--- config.mk ---
export PLATFORM = sky130hd
export DESIGN_NAME = multicycle_ctrl
export DESIGN_NICKNAME = d
export VERILOG_FILES = /design/src/rtl/multicycle_ctrl_pkg.sv /design/src/rtl/multicycle_ctrl_wait_timer.sv /design/src/rtl/multicycle_ctrl.sv
export SDC_FILE = /design/constraint.sdc
export NUM_CORES = 1
export LEC_CHECK = 0
export CAP_MARGIN = 10
export CORE_UTILIZATION = 40
export CTS_CLUSTER_DIAMETER = 80
export DETAILED_ROUTE_END_ITERATION = 7
export PLACE_DENSITY = 0.72
export SYNTH_ARGS = -nofsm -noshare
export SYNTH_HDL_FRONTEND = slang
export SYNTH_SLANG_ARGS = --single-unit
--- constraint.sdc ---
create_clock -name clk -period 5.1 [get_ports clk]
set_input_delay 0.51 -clock clk [delete_from_list [all_inputs] [get_ports clk]]
set_output_delay 0.51 -clock clk [all_outputs]
set_load 0.02 [all_outputs]
--- src/rtl/multicycle_ctrl_pkg.sv ---
// Shared definitions for the multicycle sequencer: state encodings, memory
// command codes, PC-select values and the syscall code that stops the machine.
package multicycle_ctrl_pkg;

  localparam int W_STATE   = 3;
  localparam int W_MEM_CMD = 2;
  localparam int W_PC_SRC  = 1;
  localparam int W_WAIT    = 8;

  localparam int SYSCALL_EXIT = 10;

  typedef enum logic [W_STATE-1:0] {
    ST_IDLE   = 3'd0,
    ST_FETCH  = 3'd1,
    ST_DECODE = 3'd2,
    ST_EXEC   = 3'd3,
    ST_MEM    = 3'd4,
    ST_WB     = 3'd5,
    ST_HALT   = 3'd6,
    ST_FAULT  = 3'd7
  } state_t;

  typedef enum logic [W_MEM_CMD-1:0] {
    MEM_CMD_NONE  = 2'b00,
    MEM_CMD_READ  = 2'b01,
    MEM_CMD_WRITE = 2'b10
  } mem_cmd_t;

  localparam logic [W_PC_SRC-1:0] PC_SEL_SEQ    = 1'b0;
  localparam logic [W_PC_SRC-1:0] PC_SEL_TARGET = 1'b1;

  // States in which an instruction is in flight and the cycle counter runs.
  function automatic logic is_active(input state_t s);
    return (s == ST_FETCH) || (s == ST_DECODE) || (s == ST_EXEC) ||
           (s == ST_MEM)   || (s == ST_WB);
  endfunction

endpackage

--- src/rtl/multicycle_ctrl_wait_timer.sv ---
// Counts consecutive not-ready cycles of a memory access and flags the cycle
// in which the count would reach the timeout limit without the access ending.
module mc_wait_timer
  import multicycle_ctrl_pkg::*;
#(
  parameter int MEM_TIMEOUT = 15
) (
  input  logic clk,
  input  logic rst,
  input  logic active,
  input  logic mem_ready,
  output logic timeout
);

  logic [W_WAIT-1:0] wait_cnt;
  logic              stalled;

  assign stalled = active && !mem_ready;
  // A ready in the limit cycle suppresses the timeout because stalled drops.
  assign timeout = stalled && (wait_cnt == W_WAIT'(MEM_TIMEOUT - 1));

  always_ff @(posedge clk or negedge rst) begin
    if (!rst) begin
      wait_cnt <= '0;
    end else if (stalled && !timeout) begin
      wait_cnt <= wait_cnt + W_WAIT'(1);
    end else begin
      wait_cnt <= '0;
    end
  end

endmodule

--- src/rtl/multicycle_ctrl.sv ---
// Multicycle sequencer: steps each instruction through FETCH/DECODE/EXEC/MEM/WB
// over a shared memory port and gates every architectural write enable.
module multicycle_ctrl
  import multicycle_ctrl_pkg::*;
#(
  parameter int W_CPU       = 32,
  parameter int W_CNT       = 32,
  parameter int MEM_TIMEOUT = 15
) (
  input  logic                 clk,
  input  logic                 rst,
  input  logic                 start,
  input  logic                 dec_load,
  input  logic                 dec_store,
  input  logic                 dec_branch,
  input  logic                 dec_jump,
  input  logic                 dec_syscall,
  input  logic                 dec_reg_wen,
  input  logic [W_CPU-1:0]     syscall_code,
  input  logic                 mem_ready,
  output logic                 ir_wen,
  output logic                 pc_wen,
  output logic [W_PC_SRC-1:0]  pc_sel,
  output logic                 mem_req,
  output logic [W_MEM_CMD-1:0] mem_cmd,
  output logic                 mem_ifetch,
  output logic                 reg_wen,
  output logic [W_STATE-1:0]   state,
  output logic                 halted,
  output logic                 fault,
  output logic [W_CNT-1:0]     cycles,
  output logic [W_CNT-1:0]     instret
);

  state_t   state_q;
  state_t   state_next;
  mem_cmd_t cmd;
  logic     retire;
  logic     mem_active;
  logic     timeout;
  logic     is_exit;

  assign state      = state_q;
  assign mem_cmd    = cmd;
  assign mem_active = (state_q == ST_FETCH) || (state_q == ST_MEM);
  assign is_exit    = (syscall_code == W_CPU'(SYSCALL_EXIT));

  mc_wait_timer #(
    .MEM_TIMEOUT (MEM_TIMEOUT)
  ) u_wait_timer (
    .clk       (clk),
    .rst       (rst),
    .active    (mem_active),
    .mem_ready (mem_ready),
    .timeout   (timeout)
  );

  always_ff @(posedge clk or negedge rst) begin
    if (!rst) begin
      state_q <= ST_IDLE;
      halted  <= 1'b0;
      fault   <= 1'b0;
      cycles  <= '0;
      instret <= '0;
    end else begin
      state_q <= state_next;
      halted  <= (state_next == ST_HALT);
      fault   <= (state_next == ST_FAULT);
      if (is_active(state_q)) begin
        cycles <= cycles + W_CNT'(1);
      end
      if (retire) begin
        instret <= instret + W_CNT'(1);
      end
    end
  end

  // Enables are decoded from the current state only, so an asynchronous reset
  // drops every request in the same instant.
  always_comb begin
    state_next = state_q;
    ir_wen     = 1'b0;
    pc_wen     = 1'b0;
    pc_sel     = PC_SEL_SEQ;
    mem_req    = 1'b0;
    cmd        = MEM_CMD_NONE;
    mem_ifetch = 1'b0;
    reg_wen    = 1'b0;
    retire     = 1'b0;

    unique case (state_q)
      ST_IDLE: begin
        if (start) begin
          state_next = ST_FETCH;
        end
      end

      ST_FETCH: begin
        mem_req    = 1'b1;
        cmd        = MEM_CMD_READ;
        mem_ifetch = 1'b1;
        if (mem_ready) begin
          ir_wen     = 1'b1;
          state_next = ST_DECODE;
        end else if (timeout) begin
          state_next = ST_FAULT;
        end
      end

      ST_DECODE: begin
        state_next = ST_EXEC;
      end

      ST_EXEC: begin
        if (dec_syscall) begin
          if (is_exit) begin
            state_next = ST_HALT;
          end else begin
            pc_wen     = 1'b1;
            retire     = 1'b1;
            state_next = ST_FETCH;
          end
        end else if (dec_load && dec_store) begin
          state_next = ST_FAULT;
        end else if (dec_branch || dec_jump) begin
          pc_wen     = 1'b1;
          pc_sel     = PC_SEL_TARGET;
          reg_wen    = dec_reg_wen;
          retire     = 1'b1;
          state_next = ST_FETCH;
        end else if (dec_load || dec_store) begin
          state_next = ST_MEM;
        end else begin
          state_next = ST_WB;
        end
      end

      ST_MEM: begin
        mem_req = 1'b1;
        cmd     = dec_store ? MEM_CMD_WRITE : MEM_CMD_READ;
        if (mem_ready) begin
          if (dec_store) begin
            pc_wen     = 1'b1;
            retire     = 1'b1;
            state_next = ST_FETCH;
          end else begin
            state_next = ST_WB;
          end
        end else if (timeout) begin
          state_next = ST_FAULT;
        end
      end

      ST_WB: begin
        reg_wen    = dec_reg_wen;
        pc_wen     = 1'b1;
        retire     = 1'b1;
        state_next = ST_FETCH;
      end

      ST_HALT, ST_FAULT: begin
        state_next = state_q;
      end

      default: begin
        state_next = ST_FAULT;
      end
    endcase
  end

endmodule

; ---- Word-level counts from Yosys, hierarchy flattened
; Cells that the tools add are included.
; W data, S select, Z words.
[word_totals]
reg_bits = 77
input_bits = 42
output_inout_bits = 77
[op_classes]
n_addsub = 3
n_eq_ne = 11
muxes = 31
n_reduce_logical = 16
[ops]
columns = operator, n
row1 = $add A32 B1 Y32 const B, 2
row2 = $eq A32 B4 Y1 const B, 1
row3 = $mux W3, 9
row4 = $pmux W3 S7, 1
row5 = $eq A3 B3 Y1 const B, 6
row6 = $mux W1, 16
row7 = $add A8 B1 Y8 const B, 1
row8 = $eq A8 B4 Y1 const B, 1
row9 = $mux W8, 1
row10 = $logic_or A1 B1 Y1, 7
row11 = $eq A3 B2 Y1 const B, 2
row12 = $logic_and A1 B1 Y1, 4
row13 = $pmux W2 S2, 1
row14 = $reduce_or A2 Y1, 2
row15 = $eq A3 B1 Y1 const B, 1
row16 = $logic_not A3 Y1, 1
row17 = $pmux W1 S3, 1
row18 = $logic_not A1 Y1, 2
row19 = $mux W2, 1
row20 = $pmux W1 S2, 1

; ---- Logic depth before layout (Yosys ltp)
[depth]
depth_word = 8
mapped_depth = 7
depth_no_buf = 7

; ---- By module
; A second synthesis with hierarchy kept.
[hier_totals]
cells_unflattened = 387
area_unflattened_um2 = 4131.5
[by_module_without_submodules]
columns = mod, instances, cells_each, area_per_inst_um2
row1 = multicycle_ctrl, 1, 347, 3732.3
row2 = mc_wait_timer, 1, 40, 399.1

; ---- Worst setup path before layout
; OpenSTA, ideal clock, no wires.
[synth_timing]
kind = input-to-output
from = in dec_syscall
to = out pc_wen
t_arrival_ns = 1.560
t_required_ns = 4.590
slack_ns = 3.030
cell_stages = 4
path_cell_list = clkbuf_1 > nor4b_4 > nor2_2 > nand2_2
[synth_between]
elab_chain_len = 2
[synth_rtl]
columns = item, line_no
row1 = "start, declared", multicycle_ctrl.sv:17  ; input logic dec_syscall,
row2 = $mux W1, multicycle_ctrl.sv:115  ; if (dec_syscall) begin
row3 = $pmux W1 S3, multicycle_ctrl.sv:91  ; unique case (state_q)
row4 = "end, declared", multicycle_ctrl.sv:22  ; output logic pc_wen,
; Every way passes these cells.

; ---- Final worst setup path
[layout_timing]
from = in syscall_code[0]
to = out pc_wen
[layout_between]
elab_chain_len = 4
[layout_rtl]
columns = item, line_no
row1 = "start, declared", multicycle_ctrl.sv:19  ; input logic [W_CPU-1:0] syscall_code,
row2 = $eq A32 B4 Y1, multicycle_ctrl.sv:46  ; assign is_exit = (syscall_code == W_CPU'(SYSCALL_EXIT));
row3 = $mux W1, multicycle_ctrl.sv:116  ; if (is_exit) begin
row4 = $mux W1, multicycle_ctrl.sv:115
row5 = $pmux W1 S3, multicycle_ctrl.sv:91
; Every way passes these cells.

==> out/qor.yml <==
critical_path:
  cp.depth: 6
  cp.arrival_ns: 2.90
  crit_family: "buffers and inverters"
  ff2ff_path_depth: 5
  crit_start: "syscall_code[0]"
  start_kind: "input pin"
  crit_required_ns: 4.59
  crit_path_frequent_cell: "clkdlybuf4s50_1"
  max_stage_delay_ns: 0.59
  critPathMaxFanout: 18
  cp-end-kind: "primary output"
  path_buf_inv: 2
  crit_path_cell_trace: "clkdlybuf4s50_1, nor4b_1, nand4_1, o211ai_4, nand2_2, clkdlybuf4s50_1"
  critical_path_class: "in2out"
  worst_path_max_delay_cell: "o211ai_4"
  r2r_start: "state[2]$_DFF_PN0_"
timing:
  fmax_ghz: 0.294
  drv_slew: 0
  finalCriticalPeriod_ns: 3.41
  timing.slew.headroom_pct: 24.8
  clock_skew_ns: 0.0120
  setup_violations: 0
  tns_ns: 0
  period_share_pct: 66.8
  rsz0062_at_grt: "false"
  setup_ws_ns: 1.69
  whs_ns: 0.303
  hold_viol_final: 0
  worstMarginPinSlew_ns: 1.13
detailed_routing:
  wl_um: 8990
  drt_iter0_drc: 70
  first_pass_iters: 5
  via_per_inst: 5.14
  vias: 3210
  drc: 0
  wire_per_inst_um: 14.4
  antenna_left: 0
power_and_ir_drop:
  leakagePower_nw: 2.32
  internal-power_mw: 1.37
  finalPower_mw: 2.11
  peakVddDrop_uv: 275
  share_comb_of_total_power_pct: 33.8
  p_per_area_nw_per_um2: 385
  p_sw_mw: 0.738
  clock_power_share_pct: 26.8
  seqPwrFrac_pct: 39.5
  swShare_pct: 35.0
placed_design:
  dpl.cell_count: 608
  placed_area_um2: 5220
  hpwl_um: 6560
  io_buffers: 118
  pre_cts_ws_ns: 1.69
  routabilityCongestion: 0.810
finish:
  layout_common_cells: "117 x clkdlybuf4s50_1, 77 x dfrtp_1, 46 x xor2_1, 25 x nor2_1"
  area.growth.synth_to_final_pct: 38.6
  multiInputGateArea_um2: 1900
  antenna_cells: 0
  fill_cells: 849
  final_cells: 624
  final_area_um2: 5470
  layout-drive-gt1-share_pct: 6.67
  finish.utilization_pct: 58.1
  final_common_cell: "clkdlybuf4s50_1"
  nets: 536
  seqCellArea_um2: 1930
synthesis:
  synth_nets: 419
  yosys_warnings: 0
  seq_area_frac_synth_pct: 48.8
  synth_top_area_share_pct: 48.8
  synth_edf_count: 0
  synth.area.top_cells: "dfrtp_1 49%, xor2_1 10%, xnor2_1 5.1%"
  syn_avg_cell_area_um2: 10.6
  yosys.area.top_type: "dfrtp_1"
  ys_seq_elements: 77
  synth.distinct_cells: 51
  ys.flop_type: "dfrtp_1"
  async_reset_ff_share_pct: 100
  synthesis.area_um2: 3950
  synthCells: 373
cts:
  htree_num_levels: 3
  cts-root-buf: "clkbuf_8"
  cts_tree: "done"
  clock_latency_ns: 0.34
  clkTransAtPathRegs_ns: 0.08
  clock_sinks: 77
  cts_resized: 0
  holdBufCountCts: 0
  clk_path_buf_depth: 2
  cts_setup_buffers: 0
  cts_made_buffers: 9
floorplan:
  ios: 119
  core_area_um2: 9420
  rows: 35
  floorplan.initialDensity_pct: 41.9
  dieArea_um2: 10300
  dieWidth_um: 101
  die_y_um: 101
hold_path:
  hp-class: "in2async"
grt:
  grt_max_degree: 78
  grt_pass1_vias: 3165
  grt_overflow: 0
  grt_usage_pct: 18.7
  grt_antenna_before_repair: 0
  grt_pass1_wl_um: 15100
status:
  status: "completed"
run:
  cap_viol_max_count: 0
[Yosys cell counts, types with 2 or more instances]
master     instances
and3_1            12
nand2_1           23
nor4b_1            3
clkbuf_1           3
a2111oi_2          2
and2_1             6
xnor2_1           23
buf_2              6
ha_1               4
buf_4              2
nand3_1           22
a21boi_0           3
nor2_2             2
nor4_1             8
xor2_1            46
a211oi_2           6
a21boi_1           3
o2bb2ai_1          2
a21oi_1           16
nor3_1             5
a211oi_1           5
and4_1             5
o21ai_0            5
inv_1             14
nand2b_1           4
dfrtp_1           77
nor2_1            25
nor3b_1            2
nand4_1           17
[registers in the layout (all words and copies together), names as in the netlist]
name                   cells
cycles                    32
state                      3
halted                     1
fault                      1
u_wait_timer.wait_cnt      8
instret                   32
[power groups by stage]
stage / combinational, mW / sequential [mW] / clock (mW)
floorplan: 0.362 / 0.881 / 0
global placement: 0.706 / 0.838 / 0
detailed placement: 0.717 / 0.842 / 0
CTS: 0.720 / 0.830 / 0.579
global route: 0.778 / 0.849 / 0.604
finish: 0.711 / 0.831 / 0.564
[final timing paths]
| path | to | slack, ns |
|---|---|---|
| hold reg to reg | instret[31]$_DFFE_PN0P_ | 0.48 |
| setup / recovery | pc_wen | 1.69 |
| max in group asynchronous | u_wait_timer.wait_cnt[2]$_DFF_PN0_ | 4.17 |
| hold / removal | cycles[13]$_DFFE_PN0P_ | 0.30 |
| setup reg to reg | instret[19]$_DFFE_PN0P_ | 2.68 |
| min in group clk | instret[31]$_DFFE_PN0P_ | 0.48 |
[cell type report]
class	count	share of cell area, %
sequential	77	35.2
multi-input combinational	270	34.7
timing repair buffer	118	21.6
tap	129	2.95
clock buffer	11	2.59
clock inverter	5	1.97
inverter	14	0.961
[per-layer routing]
layer | part of all wire, % | GRT usage, % | vias up
met1 | 46 | 24.9 | 1547
met3 | 5.5 | 3.59 | 6
met2 | 48 | 30.6 | 102
met4 | 0.68 | 6.24 | 0
li1 | - | - | 1555
met5 | 0 | 0 | -
[cells by family after synthesis]
kind of cell | share of synthesized area, %
mux | 0.571
fa+ha+maj | 1.27
xor+xnor | 15.3
simple gates | 21.0
compound gates | 9.96
buf+inv | 3.04
flops | 48.8
Power figures use the tool's default switching activity.
